--- src/rtl/shift_reg_ctrl_pkg.sv ---
// Shared types and helpers for the shift register controller.
//   state_e   : controller states (IDLE, SHIFT, PARITY, DONE)
//   STATE_W   : state encoding width
//   cnt_width : bit width of a counter that must hold values 0..n-1 (minimum 1)
package shift_reg_ctrl_pkg;

    localparam int unsigned STATE_W = 2;

    typedef enum logic [STATE_W-1:0] {
        IDLE   = 2'd0,
        SHIFT  = 2'd1,
        PARITY = 2'd2,
        DONE   = 2'd3
    } state_e;

    function automatic int unsigned cnt_width(input int unsigned n);
        return (n <= 32'd1) ? 32'd1 : 32'($clog2(n));
    endfunction

endpackage

--- src/rtl/shift_reg_core.sv ---
// Shift register datapath: parallel load (priority) or shift right with zero fill.
// Ports:
//   clk, reset : clock, asynchronous active-high reset
//   load       : capture D this edge
//   shift      : shift right one bit this edge (ignored when load is high)
//   D          : parallel input word
//   Q          : register contents
module shift_reg_core #(
    parameter int unsigned WIDTH = 4
) (
    input  logic             clk,
    input  logic             reset,
    input  logic             load,
    input  logic             shift,
    input  logic [WIDTH-1:0] D,
    output logic [WIDTH-1:0] Q
);

    logic [WIDTH-1:0] data_q;

    // Load wins over shift; zero enters at the MSB on shift.
    always_ff @(posedge clk or posedge reset) begin
        if (reset) begin
            data_q <= '0;
        end else if (load) begin
            data_q <= D;
        end else if (shift) begin
            data_q <= {1'b0, data_q[WIDTH-1:1]};
        end
    end

    assign Q = data_q;

endmodule

--- src/rtl/shift_reg_ctrl.sv ---
// Parallel-in, serial-out transfer controller. Accepts a word via
// load_valid/load_ready, shifts it out LSB first at one bit per DIV enabled
// clocks, then pulses done for one cycle.
// Optional feature: define SHIFT_REG_CTRL_PARITY_EN to append an even-parity
// bit (one tick long) after the data bits.
// Ports:
//   clk, reset  : clock, asynchronous active-high reset
//   D           : parallel word, sampled only at the accept edge
//   load_valid  : producer has a word on D
//   load_ready  : controller is idle and can accept
//   shift_en    : global enable for divider, bit counter and register
//   Q           : shift register contents
//   sout        : serial data bit
//   sout_valid  : sout carries a data or parity bit
//   busy        : transfer in progress (SHIFT, PARITY or DONE)
//   done        : one-cycle end-of-transfer pulse
module shift_reg_ctrl
    import shift_reg_ctrl_pkg::*;
#(
    parameter int unsigned WIDTH = 4,
    parameter int unsigned DIV   = 1
) (
    input  logic             clk,
    input  logic             reset,
    input  logic [WIDTH-1:0] D,
    input  logic             load_valid,
    output logic             load_ready,
    input  logic             shift_en,
    output logic [WIDTH-1:0] Q,
    output logic             sout,
    output logic             sout_valid,
    output logic             busy,
    output logic             done
);

    localparam int unsigned BIT_W = cnt_width(WIDTH);
    localparam int unsigned DIV_W = cnt_width(DIV);

    state_e             state_q, state_d;
    logic [BIT_W-1:0]   bit_q, bit_d;
    logic [DIV_W-1:0]   div_q, div_d;
    logic               load_c;
    logic               shift_c;
    logic               div_end_c;
    logic               last_bit_c;

`ifdef SHIFT_REG_CTRL_PARITY_EN
    logic               parity_q;
`endif

    assign div_end_c  = (div_q == DIV_W'(DIV - 1));
    assign last_bit_c = (bit_q == BIT_W'(WIDTH - 1));

    shift_reg_core #(
        .WIDTH (WIDTH)
    ) u_core (
        .clk   (clk),
        .reset (reset),
        .load  (load_c),
        .shift (shift_c),
        .D     (D),
        .Q     (Q)
    );

    // State register plus bit and divider counters.
    always_ff @(posedge clk or posedge reset) begin
        if (reset) begin
            state_q <= IDLE;
            bit_q   <= '0;
            div_q   <= '0;
        end else begin
            state_q <= state_d;
            bit_q   <= bit_d;
            div_q   <= div_d;
        end
    end

`ifdef SHIFT_REG_CTRL_PARITY_EN
    // Even parity of the word, captured together with the load.
    always_ff @(posedge clk or posedge reset) begin
        if (reset) begin
            parity_q <= 1'b0;
        end else if (load_c) begin
            parity_q <= ^D;
        end
    end
`endif

    // Next-state, counter update and datapath control.
    always_comb begin
        state_d = state_q;
        bit_d   = bit_q;
        div_d   = div_q;
        load_c  = 1'b0;
        shift_c = 1'b0;
        case (state_q)
            IDLE: begin
                // Acceptance is independent of shift_en.
                if (load_valid) begin
                    load_c  = 1'b1;
                    bit_d   = '0;
                    div_d   = '0;
                    state_d = SHIFT;
                end
            end
            SHIFT: begin
                if (shift_en) begin
                    if (div_end_c) begin
                        div_d   = '0;
                        shift_c = 1'b1;
                        if (last_bit_c) begin
                            bit_d = '0;
`ifdef SHIFT_REG_CTRL_PARITY_EN
                            state_d = PARITY;
`else
                            state_d = DONE;
`endif
                        end else begin
                            bit_d = bit_q + BIT_W'(1);
                        end
                    end else begin
                        div_d = div_q + DIV_W'(1);
                    end
                end
            end
`ifdef SHIFT_REG_CTRL_PARITY_EN
            PARITY: begin
                if (shift_en) begin
                    if (div_end_c) begin
                        div_d   = '0;
                        state_d = DONE;
                    end else begin
                        div_d = div_q + DIV_W'(1);
                    end
                end
            end
`endif
            DONE: begin
                state_d = IDLE;
            end
            default: begin
                state_d = IDLE;
            end
        endcase
    end

    // Outputs decoded from state and registers only; ready is masked while reset is held.
    always_comb begin
        load_ready = 1'b0;
        sout       = 1'b0;
        sout_valid = 1'b0;
        busy       = 1'b0;
        done       = 1'b0;
        case (state_q)
            IDLE: begin
                load_ready = ~reset;
            end
            SHIFT: begin
                sout       = Q[0];
                sout_valid = 1'b1;
                busy       = 1'b1;
            end
            PARITY: begin
`ifdef SHIFT_REG_CTRL_PARITY_EN
                sout       = parity_q;
`endif
                sout_valid = 1'b1;
                busy       = 1'b1;
            end
            DONE: begin
                busy = 1'b1;
                done = 1'b1;
            end
            default: begin
                load_ready = 1'b0;
            end
        endcase
    end

endmodule
--- config.mk ---
export PLATFORM = sky130hd
export DESIGN_NAME = shift_reg_ctrl
export DESIGN_NICKNAME = d
export VERILOG_FILES = /design/src/rtl/shift_reg_ctrl_pkg.sv /design/src/rtl/shift_reg_core.sv /design/src/rtl/shift_reg_ctrl.sv
export SDC_FILE = /design/constraint.sdc
export NUM_CORES = 1
export LEC_CHECK = 0
export CAP_MARGIN = 20
export CORE_AREA = 2 2 39 41
export CTS_CLUSTER_SIZE = 16
export DETAILED_ROUTE_END_ITERATION = 8
export DIE_AREA = 0 0 41 43
export GPL_TIMING_DRIVEN = 0
export PLACE_DENSITY = 0.79
export SLEW_MARGIN = 20
export SYNTH_ARGS = -nofsm -noshare
export SYNTH_HDL_FRONTEND = slang
export SYNTH_SLANG_ARGS = --single-unit
--- constraint.sdc ---
create_clock -name clk -period 3.9 [get_ports clk]
set_input_delay 0.585 -clock clk [delete_from_list [all_inputs] [get_ports clk]]
set_output_delay 0.585 -clock clk [all_outputs]
set_load 0.005 [all_outputs]
==> summary.md <==
| Metric | Value |
|---|---|
| Status | complete, no violations |
| Synth unique cells | 16 |
| Core Util, Final | 0.495 |
| Worst slew pin tran | 341 ps |
| # fillers | 133 |
| Initial antenna violation count | 0 |
| Hold Slack | 527 ps |
| CP startpoint kind | flip-flop |
| Final Net Count | 83 |
| Starting Density | 0.349 |
| WL/cell | 11.9 microns |
| Period utilization | 0.604 |
| Tot GR Track Use | 0.132 |
| Post-Syn Area | 483 sq um |
| Min-Delay Path Class | reg -> reg |
| Critical Path End Type | primary output |
| Hold Startpoint | bit_q[1] |
| Slew Limit Fails | 0 |
| Power per Cell Area | 783 nW/um^2 |
| VDD IR max | 0.301 mV |
| Net Count, Synth | 62 |
| Yosys reg bits | 8 |
| Total clock sinks | 8 |
| Critical path, cell by cell | inv_1, ha_1, inv_1, nor2_1, clkdlybuf4s50_1 |
| Leak | 0.332 nW |
| Vias post-DR | 399 |
| Rows | 14 |
| H-tree depth | 1 |
| Vias per cell | 4.75 |
| Final Hold Fails | 0 |
| Cts bufs inserted | 3 |
| Critical Path RT | 3310 ps |
| Data arrival, critical path | 1770 ps |
| Buffers from clock root to sink, at most | 2 |
| Mean Syn Cell Area | 9.86 sq um |
| Hold Path End | bit_q[1] |
| Slowest stage delay, CP | 520 ps |
| Clk_lat worst skew | 260 ps |
| Seq/Total Area, Yosys | 0.415 |
| Ys Warns | 0 |
| Post-CTS setup buffers | 0 |
| Synth area leaders | dfrtp_1 (41%), ha_1 (13%), mux2i_1 (8.3%) |
| Total die area | 1760 sq um |
| Clock Skew | 2.23 ps |
| CP max stage cell | clkdlybuf4s50_1 |
| Initial drt markers | 4 |
| R2R depth | 5 |
| CP dominant cell by count | inv_1 |
| Overflow left after global routing | 0 |
| Final ANT Viol Nets | 0 |
| Hold buffer count at CTS | 0 |
| RSZ-0062 raised after global routing | no |
| Total Neg Setup Slack | 0 ps |
| # setup viols final | 0 |
| GPL Wtd Cong | 0.717 |
| Total of max-cap violations | 0 |
| CTS tree | built |
| Tmin final | 2350 ps |
| Clock transition at path regs | 50 ps |
| DR DRC count | 0 |
| Die Y-Extent | 43 microns |
| Hold path depth | 2 |
| Core area | 1380 sq um |
| Synth top area share | 0.415 |
| Reg-to-reg endpoint | bit_q[0] |
| Share of cells above drive strength 1 | 0.103 |
| Largest net degree at the start of global routing | 9 |
| CTS-repair resized insts | 0 |
| Ant diodes | 0 |
| CP Max Fanout | 6 |
| Vias in the first global route | 378 |
| Crit Path Category | reg -> out |
| First-pass GRT wire length | 1.52 mm |
| Port Buffers | 16 |
| Area grow syn2layout | 42.0% |
| Total power | 0.000537 W |
| DP HPWL | 801 microns |
| Slew headroom | 0.772 |
| Ports | 17 |
| Pre-Repair DR Iteration Count | 3 |
| Clock root buffer | clkbuf_4 |
| Die W | 41 microns |
| R2r setup slk | 2300 ps |
| Total Routed Length | 997 microns |
| FMAX | 425 MHz |
| Worst reg2reg startpoint | state_q[0] |
| Cells after Synth | 49 |
| Cell taking the most area after synthesis | dfrtp_1 |
## registers in the layout (all words and copies together), names as in the netlist
signal,count
u_core.Q,4
bit_q,2
state_q,2
## cell usage after synthesis
| cell | n |
|---|---|
| dfrtp_1 | 8 |
| inv_1 | 6 |
| ha_1 | 5 |
| nor2_1 | 5 |
| a21oi_1 | 4 |
| mux2i_1 | 4 |
| a31oi_1 | 3 |
| nand2_1 | 3 |
| nand2b_1 | 3 |
| nand3_1 | 2 |
| a21boi_4 | 1 |
| and2_1 | 1 |
| mux2_4 | 1 |
| nand2_2 | 1 |
| nand2b_2 | 1 |
| nor3_1 | 1 |
## through the flow
| step | area (sq um) | setup slack, ps | instances |
|---|---|---|---|
| 2_1_floorplan | 483 | 2410 | 49 |
| 6_report | 686 | 1550 | 84 |
| 3_3_place_gp | 663 | 1720 | 81 |
| 3_5_place_dp | 663 | 1690 | 81 |
| 4_1_cts | 686 | 1530 | 84 |
| 5_1_grt | 686 | 1430 | 84 |
## final cells by class
type,count,area (sq um),share of cell area
clock buffers,3,22.5,0.0328
repair buffers,16,160,0.234
flip-flops and latches,8,200,0.292
multi-input cells,35,260,0.380
inverters,6,22.5,0.0328
well taps,16,20.0,0.0292
## report_power, final
part | leakage, nW | switching [W] | total (W) | internal, W
Combinational | 0.220 | 0.000136 | 0.000316 | 0.000180
Clock | 0.0138 | 0.0000302 | 0.0000656 | 0.0000354
Sequential | 0.0978 | 0.0000320 | 0.000155 | 0.000123
Total | 0.332 | 0.000198 | 0.000537 | 0.000339
## cells by family (layout without fill, tap and decap cells)
logic type | count (synthesis) | after routing | synth area share
buffers and inverters | 6 | 25 | 0.0466
adders and majority gates | 5 | 5 | 0.130
AOI/OAI and AO/OA | 8 | 8 | 0.119
muxes | 5 | 5 | 0.114
and+or+nand+nor | 17 | 17 | 0.176
DFF | 8 | 8 | 0.415
## layout by cell type, fill, tap and decap left out
cell type	n
a31oi_1	3
nand3_1	2
ha_1	5
nor3_1	1
nor2_1	5
mux2i_1	4
mux2_4	1
dfrtp_1	8
a21oi_1	4
inv_1	6
nand2_1	3
clkbuf_4	3
nand2b_1	3
nand2_2	1
nand2b_2	1
a21boi_4	1
and2_1	1
clkdlybuf4s50_1	16
## worst max-delay path: cells and delay by family (launching register included)
family	cells	cell delay, ps
DFF	1	400
adders and majority gates	1	290
and+or+nand+nor	1	110
buffers and inverters	3	730
## how the worst max path moves through the flow
stage,from,end,slack (ps),cells after the start
finish,state_q[1],load_ready,1550,5
global route,state_q[1],load_ready,1430,5
CTS,state_q[1],load_ready,1530,5
detailed placement,reset,load_ready,1690,3
global placement,reset,load_ready,1720,3
floorplan,state_q[0],bit_q[0],2410,5
## per-layer routing
| layer | share of wire | vias up | global-route usage |
|---|---|---|---|
| met4 | 0.0080 | 0 | 0.0800 |
| met3 | 0.018 | 2 | 0.0314 |
| met2 | 0.54 | 8 | 0.219 |
| met5 | 0 | - | 0 |
| met1 | 0.43 | 185 | 0.140 |
| li1 | - | 204 | - |
Note: power is estimated with default switching activity, not from simulation.
